<file path="src/rtl/attn_seq_ctrl.sv">
// attn_seq_ctrl: sequencer for one attention pass over the Q/K SRAMs, MAC array and SFP.
// The pass runs Q load, K load, kernel load, execute, drain, accumulate, divide, done.
// Outputs are registered one cycle after the state/cycle they describe.
// Optional feature: define ATTN_SEQ_ABORT_EN to add the 'abort' input, which returns the
// sequencer to idle from any busy state without a done pulse.
module attn_seq_ctrl #(
  parameter int unsigned col  = 8,
  parameter int unsigned qlen = 16
) (
  input  logic        clk,
  input  logic        reset,
  input  logic        start,
  input  logic        data_valid,
  input  logic        fifo_valid,
`ifdef ATTN_SEQ_ABORT_EN
  input  logic        abort,
`endif
  output logic [16:0] inst,
  output logic        acc,
  output logic        div,
  output logic        fifo_ext_rd,
  output logic        in_ready,
  output logic        busy,
  output logic        done
);

  typedef enum logic [3:0] {
    StIdle, StQwr, StKwr, StKld, StExe, StDrn, StAcc, StDiv, StDone
  } state_e;

  localparam logic [3:0] QLast   = 4'(qlen - 1);
  localparam logic [3:0] ColLast = 4'(col - 1);

  state_e      state_q, state_d;
  logic [3:0]  cnt_q, cnt_d;
  // Sub-cycle phase: tail cycle in KLD/EXE, 2/3-cycle row steps in ACC/DIV.
  logic [1:0]  ph_q, ph_d;
  logic [16:0] inst_d;
  logic        acc_d, div_d, done_d, busy_d, in_ready_d;
  logic        abort_req;

`ifdef ATTN_SEQ_ABORT_EN
  assign abort_req = abort;
`else
  assign abort_req = 1'b0;
`endif

  // The external FIFO read strobe is never used by this sequencer.
  assign fifo_ext_rd = 1'b0;

  // Next-state, counter and next-output decode from the current state and cycle.
  always_comb begin
    state_d = state_q;
    cnt_d   = cnt_q;
    ph_d    = ph_q;
    inst_d  = '0;
    acc_d   = 1'b0;
    div_d   = 1'b0;
    done_d  = 1'b0;
    unique case (state_q)
      StIdle: begin
        cnt_d = '0;
        ph_d  = '0;
        if (start) state_d = StQwr;
      end
      StQwr: begin
        if (data_valid) begin
          inst_d[4]     = 1'b1;
          inst_d[15:12] = cnt_q;
          if (cnt_q == QLast) begin
            state_d = StKwr;
            cnt_d   = '0;
          end else cnt_d = cnt_q + 4'd1;
        end
      end
      StKwr: begin
        if (data_valid) begin
          inst_d[2]     = 1'b1;
          inst_d[15:12] = cnt_q;
          if (cnt_q == ColLast) begin
            state_d = StKld;
            cnt_d   = '0;
          end else cnt_d = cnt_q + 4'd1;
        end
      end
      StKld: begin
        // Kernel load trails the kmem read by one cycle (SRAM read latency).
        if (ph_q == 2'd0) begin
          inst_d[3]     = 1'b1;
          inst_d[15:12] = cnt_q;
          inst_d[6]     = (cnt_q != 4'd0);
          if (cnt_q == ColLast) ph_d = 2'd1;
          else cnt_d = cnt_q + 4'd1;
        end else begin
          inst_d[6] = 1'b1;
          state_d   = StExe;
          cnt_d     = '0;
          ph_d      = '0;
        end
      end
      StExe: begin
        if (ph_q == 2'd0) begin
          inst_d[5]     = 1'b1;
          inst_d[15:12] = cnt_q;
          inst_d[7]     = (cnt_q != 4'd0);
          if (cnt_q == QLast) ph_d = 2'd1;
          else cnt_d = cnt_q + 4'd1;
        end else begin
          inst_d[7] = 1'b1;
          state_d   = StDrn;
          cnt_d     = '0;
          ph_d      = '0;
        end
      end
      StDrn: begin
        if (fifo_valid) begin
          inst_d[16]   = 1'b1;
          inst_d[0]    = 1'b1;
          inst_d[11:8] = cnt_q;
          if (cnt_q == QLast) begin
            state_d = StAcc;
            cnt_d   = '0;
          end else cnt_d = cnt_q + 4'd1;
        end
      end
      StAcc: begin
        if (ph_q == 2'd0) begin
          inst_d[1]    = 1'b1;
          inst_d[11:8] = cnt_q;
          ph_d         = 2'd1;
        end else begin
          acc_d = 1'b1;
          ph_d  = 2'd0;
          if (cnt_q == QLast) begin
            state_d = StDiv;
            cnt_d   = '0;
          end else cnt_d = cnt_q + 4'd1;
        end
      end
      StDiv: begin
        if (ph_q == 2'd0) begin
          inst_d[1]    = 1'b1;
          inst_d[11:8] = cnt_q;
          ph_d         = 2'd1;
        end else if (ph_q == 2'd1) begin
          div_d = 1'b1;
          ph_d  = 2'd2;
        end else begin
          inst_d[0]    = 1'b1;
          inst_d[11:8] = cnt_q;
          ph_d         = 2'd0;
          if (cnt_q == QLast) begin
            state_d = StDone;
            cnt_d   = '0;
          end else cnt_d = cnt_q + 4'd1;
        end
      end
      StDone: begin
        done_d  = 1'b1;
        state_d = StIdle;
        cnt_d   = '0;
        ph_d    = '0;
      end
      default: begin
        state_d = StIdle;
        cnt_d   = '0;
        ph_d    = '0;
      end
    endcase
    busy_d = (state_q != StIdle);
    if (abort_req && (state_q != StIdle)) begin
      state_d = StIdle;
      cnt_d   = '0;
      ph_d    = '0;
      inst_d  = '0;
      acc_d   = 1'b0;
      div_d   = 1'b0;
      done_d  = 1'b0;
      busy_d  = 1'b0;
    end
    // Aligned with the state register so upstream sees ready in the consuming cycle.
    in_ready_d = (state_d == StQwr) || (state_d == StKwr);
  end

  // State and counter registers.
  always_ff @(posedge clk) begin
    if (reset) begin
      state_q <= StIdle;
      cnt_q   <= '0;
      ph_q    <= '0;
    end else begin
      state_q <= state_d;
      cnt_q   <= cnt_d;
      ph_q    <= ph_d;
    end
  end

  // Output registers.
  always_ff @(posedge clk) begin
    if (reset) begin
      inst     <= '0;
      acc      <= 1'b0;
      div      <= 1'b0;
      done     <= 1'b0;
      busy     <= 1'b0;
      in_ready <= 1'b0;
    end else begin
      inst     <= inst_d;
      acc      <= acc_d;
      div      <= div_d;
      done     <= done_d;
      busy     <= busy_d;
      in_ready <= in_ready_d;
    end
  end

endmodule

</file>
<file path="config.mk">
export PLATFORM = sky130hd
export DESIGN_NAME = attn_seq_ctrl
export DESIGN_NICKNAME = d
export VERILOG_FILES = /design/src/rtl/attn_seq_ctrl.sv
export SDC_FILE = /design/constraint.sdc
export NUM_CORES = 1
export LEC_CHECK = 0
export ABC_CLOCK_PERIOD_IN_PS = 1850
export BUFFER_PORTS_ARGS = -buffer_cell sky130_fd_sc_hd__buf_2
export CORE_AREA = 3 3 58 60
export DETAILED_ROUTE_END_ITERATION = 12
export DIE_AREA = 0 0 61 63
export PLACE_DENSITY = 0.81
export SETUP_SLACK_MARGIN = 0.4
export SLEW_MARGIN = 20
export SYNTH_ARGS = -nofsm -noshare
export SYNTH_HDL_FRONTEND = slang
export SYNTH_SLANG_ARGS = --single-unit
</file>
<file path="constraint.sdc">
create_clock -name clk -period 1.85 [get_ports clk]
set_input_delay 0.185 -clock clk [delete_from_list [all_inputs] [get_ports clk]]
set_output_delay 0.185 -clock clk [all_outputs]
set_load 0.005 [all_outputs]
</file>
==> reports/metrics.cfg, run 1 <==
[timing]
drv_slew = 0
tns_ns = 0
fmax_mhz = 568
hold_viol = 0
finalSetupViolCount = 0
worst_slack_ns = 0.0891
fin_crit_sh_pct = 95.2
clock_skew_ns = 0.00596
min_period_ns = 1.76
rsz0062_at_grt = yes

[yosys]
avgSynthCellArea_um2 = 8.43
syn_inst = 183
netlist_top_cells_area = dfxtp_1 42%, a21oi_1 4.9%, nor2_1 4.6%, nand2b_1 3.2%, nand2_1 2.9%
yosys.area.top_type = dfxtp_1
synth_flop_cell = dfxtp_1
synth_fp_nets = 190
yosys_warnings = 0
synth_edf_count = 0
ys_types = 45
synth.yosys.seq_area_share_pct = 41.5
yosysTopAreaCellShare_pct = 41.5
ys_seq_elements = 32
synthArstFlopShare_pct = 0
syn_area_mm2 = 0.00154

[place]
post-place-ws_ns = 0.00699
port_buffers = 26
gp_congestion = 0.927
hpwlAfterDp_mm = 2.65

[critical_path]
cp-start-kind = flip-flop
crit_arrival_ns = 2.01
worstPathRequired_ns = 2.10
path_max_fanout = 6
r2r.worst_path.cells = 5
criticalPathCategory = flip-flop to flip-flop
endpoint_kind = flip-flop

[detailed_routing]
wire_per_inst_um = 16.2
drc = 0
viasPerCell = 5.92
drt_iter0_markers = 98
vias = 1558
postRouteAntennaNets = 0
totalWireLength_mm = 4.25
first_pass_iters = 5

[clocking]
clock_latency_ns = 0.34
hold_buffers = 0
htree_levels = 2
cts_max_path_buffers = 2
cts-root-buf = clkbuf_4
tritoncts = done
cts_buffers = 5
cts_sinks = 32
clk_pin_slew_worst_paths_ns = 0.10

[power]
p_int_mw = 1.03
pwr-share-comb_pct = 9.8
p_leak_nw = 0.865
swShare_pct = 23.6
seq_power_share_pct = 51.8
p_switching_mw = 0.319
irDropWorstVdd_uv = 458
clkPwrFrac_pct = 38.3
power.density_mw_per_mm2 = 646

[run_status]
outcome = finished clean

[die]
ios = 28
num_rows = 20
die_x_um = 61
coreArea_mm2 = 0.00298
start_util_pct = 51.8
die-area_mm2 = 0.00384
die_y_um = 63

[grt]
grt_pass1_wl_mm = 6.85
grt_max_degree = 20
gr-total-overflow = 0
grt_pass1_vias = 1443
track_usage_pct = 23.7
antenna_found_initial = 0

[final_layout]
final_common_cell = buf_2
drive_above_1_share_pct = 42.6
multi_input_area_um2 = 955
layout_common_cells = 26 x buf_2, 25 x buf_4, 22 x dfxtp_1
area_growth_pct = 35.7
nets = 236
antenna_cells = 0
register_area_um2 = 666
fillCellCount = 219

[min_path]
hp-class = primary input to flip-flop
hold_depth = 3

[run]
maxCapViolations = 0

power by group through the flow:
stage	sequential (mW)	combinational [mW]	clock, mW
finish	0.701	0.133	0.518
global route	0.703	0.144	0.566
CTS	0.703	0.114	0.526
detailed placement	0.722	0.103	0
global placement	0.722	0.101	0
floorplan	0.717	0.0701	0
metrics by stage:
stage	hold WS, ns	utilization [%]	power (mW)	instance area (um2)	std cells
floorplan	0.305	-	0.787	1570	183
global placement	0.471	58.8	0.823	1750	242
detailed placement	0.464	58.8	0.825	1750	242
CTS	0.108	66.8	1.34	1990	261
global route	0.123	70.3	1.41	2090	263
finish	0.125	70.3	1.35	2090	263
layout make-up:
| cell class | count | share of cell area, % |
|---|---|---|
| Clock buffer | 6 | 1.97 |
| Clock inverter | 2 | 1.67 |
| Inverter | 7 | 1.26 |
| Multi-Input combinational cell | 131 | 45.6 |
| Sequential cell | 32 | 31.8 |
| Tap cell | 33 | 1.97 |
| Timing Repair Buffer | 52 | 15.7 |
worst paths after layout:
kind | start | end | slack [ns]
setup / recovery | ph_q[0]$_SDFFE_PP0P_ | cnt_q[3]$_SDFFE_PP0P_ | 0.09
hold / removal | fifo_valid | inst[16]$_SDFF_PP0_ | 0.12
setup reg to reg | ph_q[0]$_SDFFE_PP0P_ | cnt_q[3]$_SDFFE_PP0P_ | 0.09
hold reg to reg | cnt_q[0]$_SDFFE_PP0P_ | inst[8]$_SDFF_PP0_ | 0.51
cell families (layout without fill, tap and decap cells):
logic type	after synthesis	count (layout)	synth area share [%]
AND/OR/NAND/NOR	84	84	30.5
AO/OA/AOI/OAI	41	41	17.4
flip-flops	32	32	41.5
buffers and inverters	20	67	6.89
adder cells (fa/ha/maj)	2	2	1.62
multiplexers	2	2	1.30
other	1	1	0.243
XOR/XNOR	1	1	0.568
worst max-delay path, stage by stage, from the launching register on:
cell and delay (ns):
dfxtp_4 0.38, or3b_4 0.43, o22ai_2 0.16, a211o_1 0.16, or4b_4 0.47, o311ai_2 0.07
synth_stat cells, types with 5 or more instances:
library cell,number
inv_1,7
nor2_1,19
o21ai_0,5
nand2_1,12
nand3_1,6
nor3_1,8
buf_4,5
a21oi_1,15
dfxtp_1,32
nand2b_1,8
nor3b_1,5
flip-flops by register name, summed over array words and instances (netlist names):
register and flops:
acc 1, done 1, ph_q 2, div 1, inst 17, in_ready 1, state_q 4, busy 1
cnt_q 4
per-layer routing:
layer / global-route usage [%] / wire length [um] / share of wire (%)
met3: 7.44 / 327 / 7.7
met4: 6.78 / 110 / 2.6
met1: 29.3 / 1700 / 40
met2: 38.5 / 2120 / 50
met5: 0 / 0 / 0
what timing repair did:
action,4_1_cts,5_1_grt
pin swaps,6,2
gates resized for setup,22,20
cloned,0,0
buffers inserted,11,2
endpoints found under the setup margin,19,15
Note: power is estimated with default switching activity, not from simulation.
==> run 2: changes to the inputs <==
BUFFER_PORTS_ARGS = default   (was -buffer_cell sky130_fd_sc_hd__buf_2)
CORE_AREA = 3 3 57 59   (was 3 3 58 60)
DIE_AREA = 0 0 60 62   (was 0 0 61 63)
DONT_BUFFER_PORTS = 1   (was default)
PLACE_DENSITY = 0.75   (was 0.81)
==> run 2 against run 1 <==
- clock power down 20%
- utilization down 0.65 points
- highest routed layer unchanged
- global-route usage down 1.6 points
- wire length down 7.2%
==> reports/metrics.cfg, run 2 (synthesis results as in run 1) <==
[die]
start_util_pct = 55.9  ; was 51.8%
die_x_um = 60  ; was 61 um
coreArea_mm2 = 0.00276  ; was 0.00298 mm2
num_rows = 19  ; was 20
die_y_um = 62  ; was 63 um
ios = 28  ; unchanged
die-area_mm2 = 0.00372  ; was 0.00384 mm2

[power]
power.density_mw_per_mm2 = 645  ; was 646 mW/mm2
pwr-share-comb_pct = 10.1  ; was 9.8%
seq_power_share_pct = 56.5  ; was 51.8%
swShare_pct = 24.8  ; was 23.6%
irDropWorstVdd_uv = 761  ; was 458 uV
p_leak_nw = 0.724  ; was 0.865 nW
clkPwrFrac_pct = 33.5  ; was 38.3%
p_switching_mw = 0.308  ; was 0.319 mW
p_int_mw = 0.931  ; was 1.03 mW

[critical_path]
path_cells = ha_4, and3b_2, a21oi_2, o22ai_2, or4b_1, o32ai_1  ; was or3b_4, o22ai_2, a211o_1, or4b_4, o311ai_2
crit_arrival_ns = 2.01  ; about the same
cp-start-kind = flip-flop  ; unchanged
max_stage_delay_ns = 0.48  ; was 0.47 ns
criticalPathCategory = flip-flop to flip-flop  ; unchanged
endpoint_kind = flip-flop  ; unchanged
worst_path_max_delay_cell = or4b_1  ; was or4b_4
reg2reg_slack_ns = 0.09  ; about the same
path_max_fanout = 5  ; was 6
worstPathRequired_ns = 2.09  ; was 2.10 ns

[final_layout]
largest_reg_flops = 17  ; unchanged
top_regs = inst: 17 flops, cnt_q: 4 flops, state_q: 4 flops  ; unchanged
layout_common_cells = 23 x dfxtp_1, 18 x nor2_1, 17 x buf_4  ; was 26 x buf_2, 25 x buf_4, 22 x dfxtp_1
drive_above_1_share_pct = 29.2  ; was 42.6%
final_common_cell = dfxtp_1  ; was buf_2
area_growth_pct = 24.5  ; was 35.7%
nets = 208  ; was 236
antenna_cells = 0  ; unchanged
regMostFlops = inst  ; unchanged

[grt]
grt_pass1_vias = 1278  ; was 1443
grt_pass1_wl_mm = 5.99  ; was 6.85 mm
grt_max_degree = 21  ; was 20
track_usage_pct = 22.1  ; was 23.7%
antenna_found_initial = 0  ; unchanged
gr-total-overflow = 0  ; unchanged

[clocking]
cts_buffers = 5  ; unchanged
tritoncts = done  ; unchanged
clk_pin_slew_worst_paths_ns = 0.10  ; about the same
htree_levels = 2  ; unchanged
clock_latency_ns = 0.35  ; was 0.34 ns
cts_sinks = 32  ; unchanged
cts_max_path_buffers = 2  ; unchanged
cts-root-buf = clkbuf_4  ; unchanged

[detailed_routing]
totalWireLength_mm = 3.95  ; was 4.25 mm
wire_per_inst_um = 16.9  ; was 16.2 um
vias = 1428  ; was 1558
drc = 0  ; unchanged
first_pass_iters = 4  ; was 5
drt_iter0_markers = 68  ; was 98
viasPerCell = 6.13  ; was 5.92
postRouteAntennaNets = 0  ; unchanged

[timing]
rsz0062_at_grt = yes  ; unchanged
clock_skew_ns = 0.0201  ; was 0.00596 ns
worst_slack_ns = 0.0855  ; was 0.0891 ns
finalSetupViolCount = 0  ; unchanged
tns_ns = 0  ; unchanged
fmax_mhz = 567  ; was 568 MHz
drv_slew = 0  ; unchanged
holdWs_ns = 0.0115  ; was 0.125 ns
hold_viol = 0  ; unchanged
fin_crit_sh_pct = 95.4  ; was 95.2%
min_period_ns = 1.76  ; about the same

[min_path]
hp-class = primary input to flip-flop  ; unchanged

[run]
maxCapViolations = 0  ; unchanged

[place]
gp_congestion = 0.895  ; was 0.927
hpwlAfterDp_mm = 2.66  ; was 2.65 mm
port_buffers = 0  ; was 26
post-place-ws_ns = 0.0388  ; was 0.00699 ns

[run_status]
outcome = finished clean  ; unchanged

==> run 2: timing repair <==
item,4_1_cts,5_1_grt
hold buffers,2,1
endpoints found under the setup margin,19,18
setup buffers,1,4
gates cloned,0,0
pin swaps,3,4
gates resized for setup,18,15
hold endpoints to repair,13,10
==> run 2: path summary, 6_finish.rpt <==
check,from,to,depth (start not counted)
max,cnt_q[0]$_SDFFE_PP0P_,cnt_q[1]$_SDFFE_PP0P_,6
min,reset,cnt_q[2]$_SDFFE_PP0P_,2
max reg2reg,cnt_q[0]$_SDFFE_PP0P_,cnt_q[1]$_SDFFE_PP0P_,6
min reg2reg,cnt_q[1]$_SDFFE_PP0P_,inst[9]$_SDFF_PP0_,1
==> run 2: layer usage <==
layer | up-vias | wire length, um | GRT usage [%]
met5 | - | 0 | 0
met2 | 65 | 1980 | 35.2
met1 | 671 | 1610 | 27.4
met3 | 12 | 264 | 6.61
li1 | 680 | - | -
met4 | 0 | 93 | 10.4
==> run 2: power groups by stage <==
stage | clock (mW) | combinational [mW] | sequential, mW
3_3_place_gp | 0 | 0.0980 | 0.720
6_report | 0.414 | 0.125 | 0.699
5_1_grt | 0.463 | 0.134 | 0.701
4_1_cts | 0.420 | 0.112 | 0.704
3_5_place_dp | 0 | 0.102 | 0.720
2_1_floorplan | 0 | 0.0701 | 0.717
==> run 2: metrics by stage <==
| stage | std cells | power, mW | area [um2] | utilization, % |
|---|---|---|---|---|
| final | 233 | 1.24 | 1920 | 69.6 |
| after global routing | 233 | 1.30 | 1920 | 69.6 |
| after CTS | 228 | 1.24 | 1820 | 66.0 |
| after detailed placement | 217 | 0.822 | 1670 | 60.4 |
| after global placement | 217 | 0.818 | 1670 | 60.4 |
| after floorplan | 183 | 0.787 | 1570 | - |
==> run 2: final cells by class <==
type | count | area [um2]
multi-input combinational | 131 | 905
sequential | 32 | 664
tap | 31 | 38.8
clock buffer | 6 | 51.3
fill | 210 | 837
clock inverter | 2 | 10.0
timing repair buffer | 24 | 225
inverter | 7 | 26.3
==> run 2: worst max-delay path, delay by kind of cell, from the launching register on <==
kind	cells	cell delay [ns]
AOI/OAI and AO/OA	3	0.38
and+or+nand+nor	2	0.74
adders and majority gates	1	0.18
DFF	1	0.37
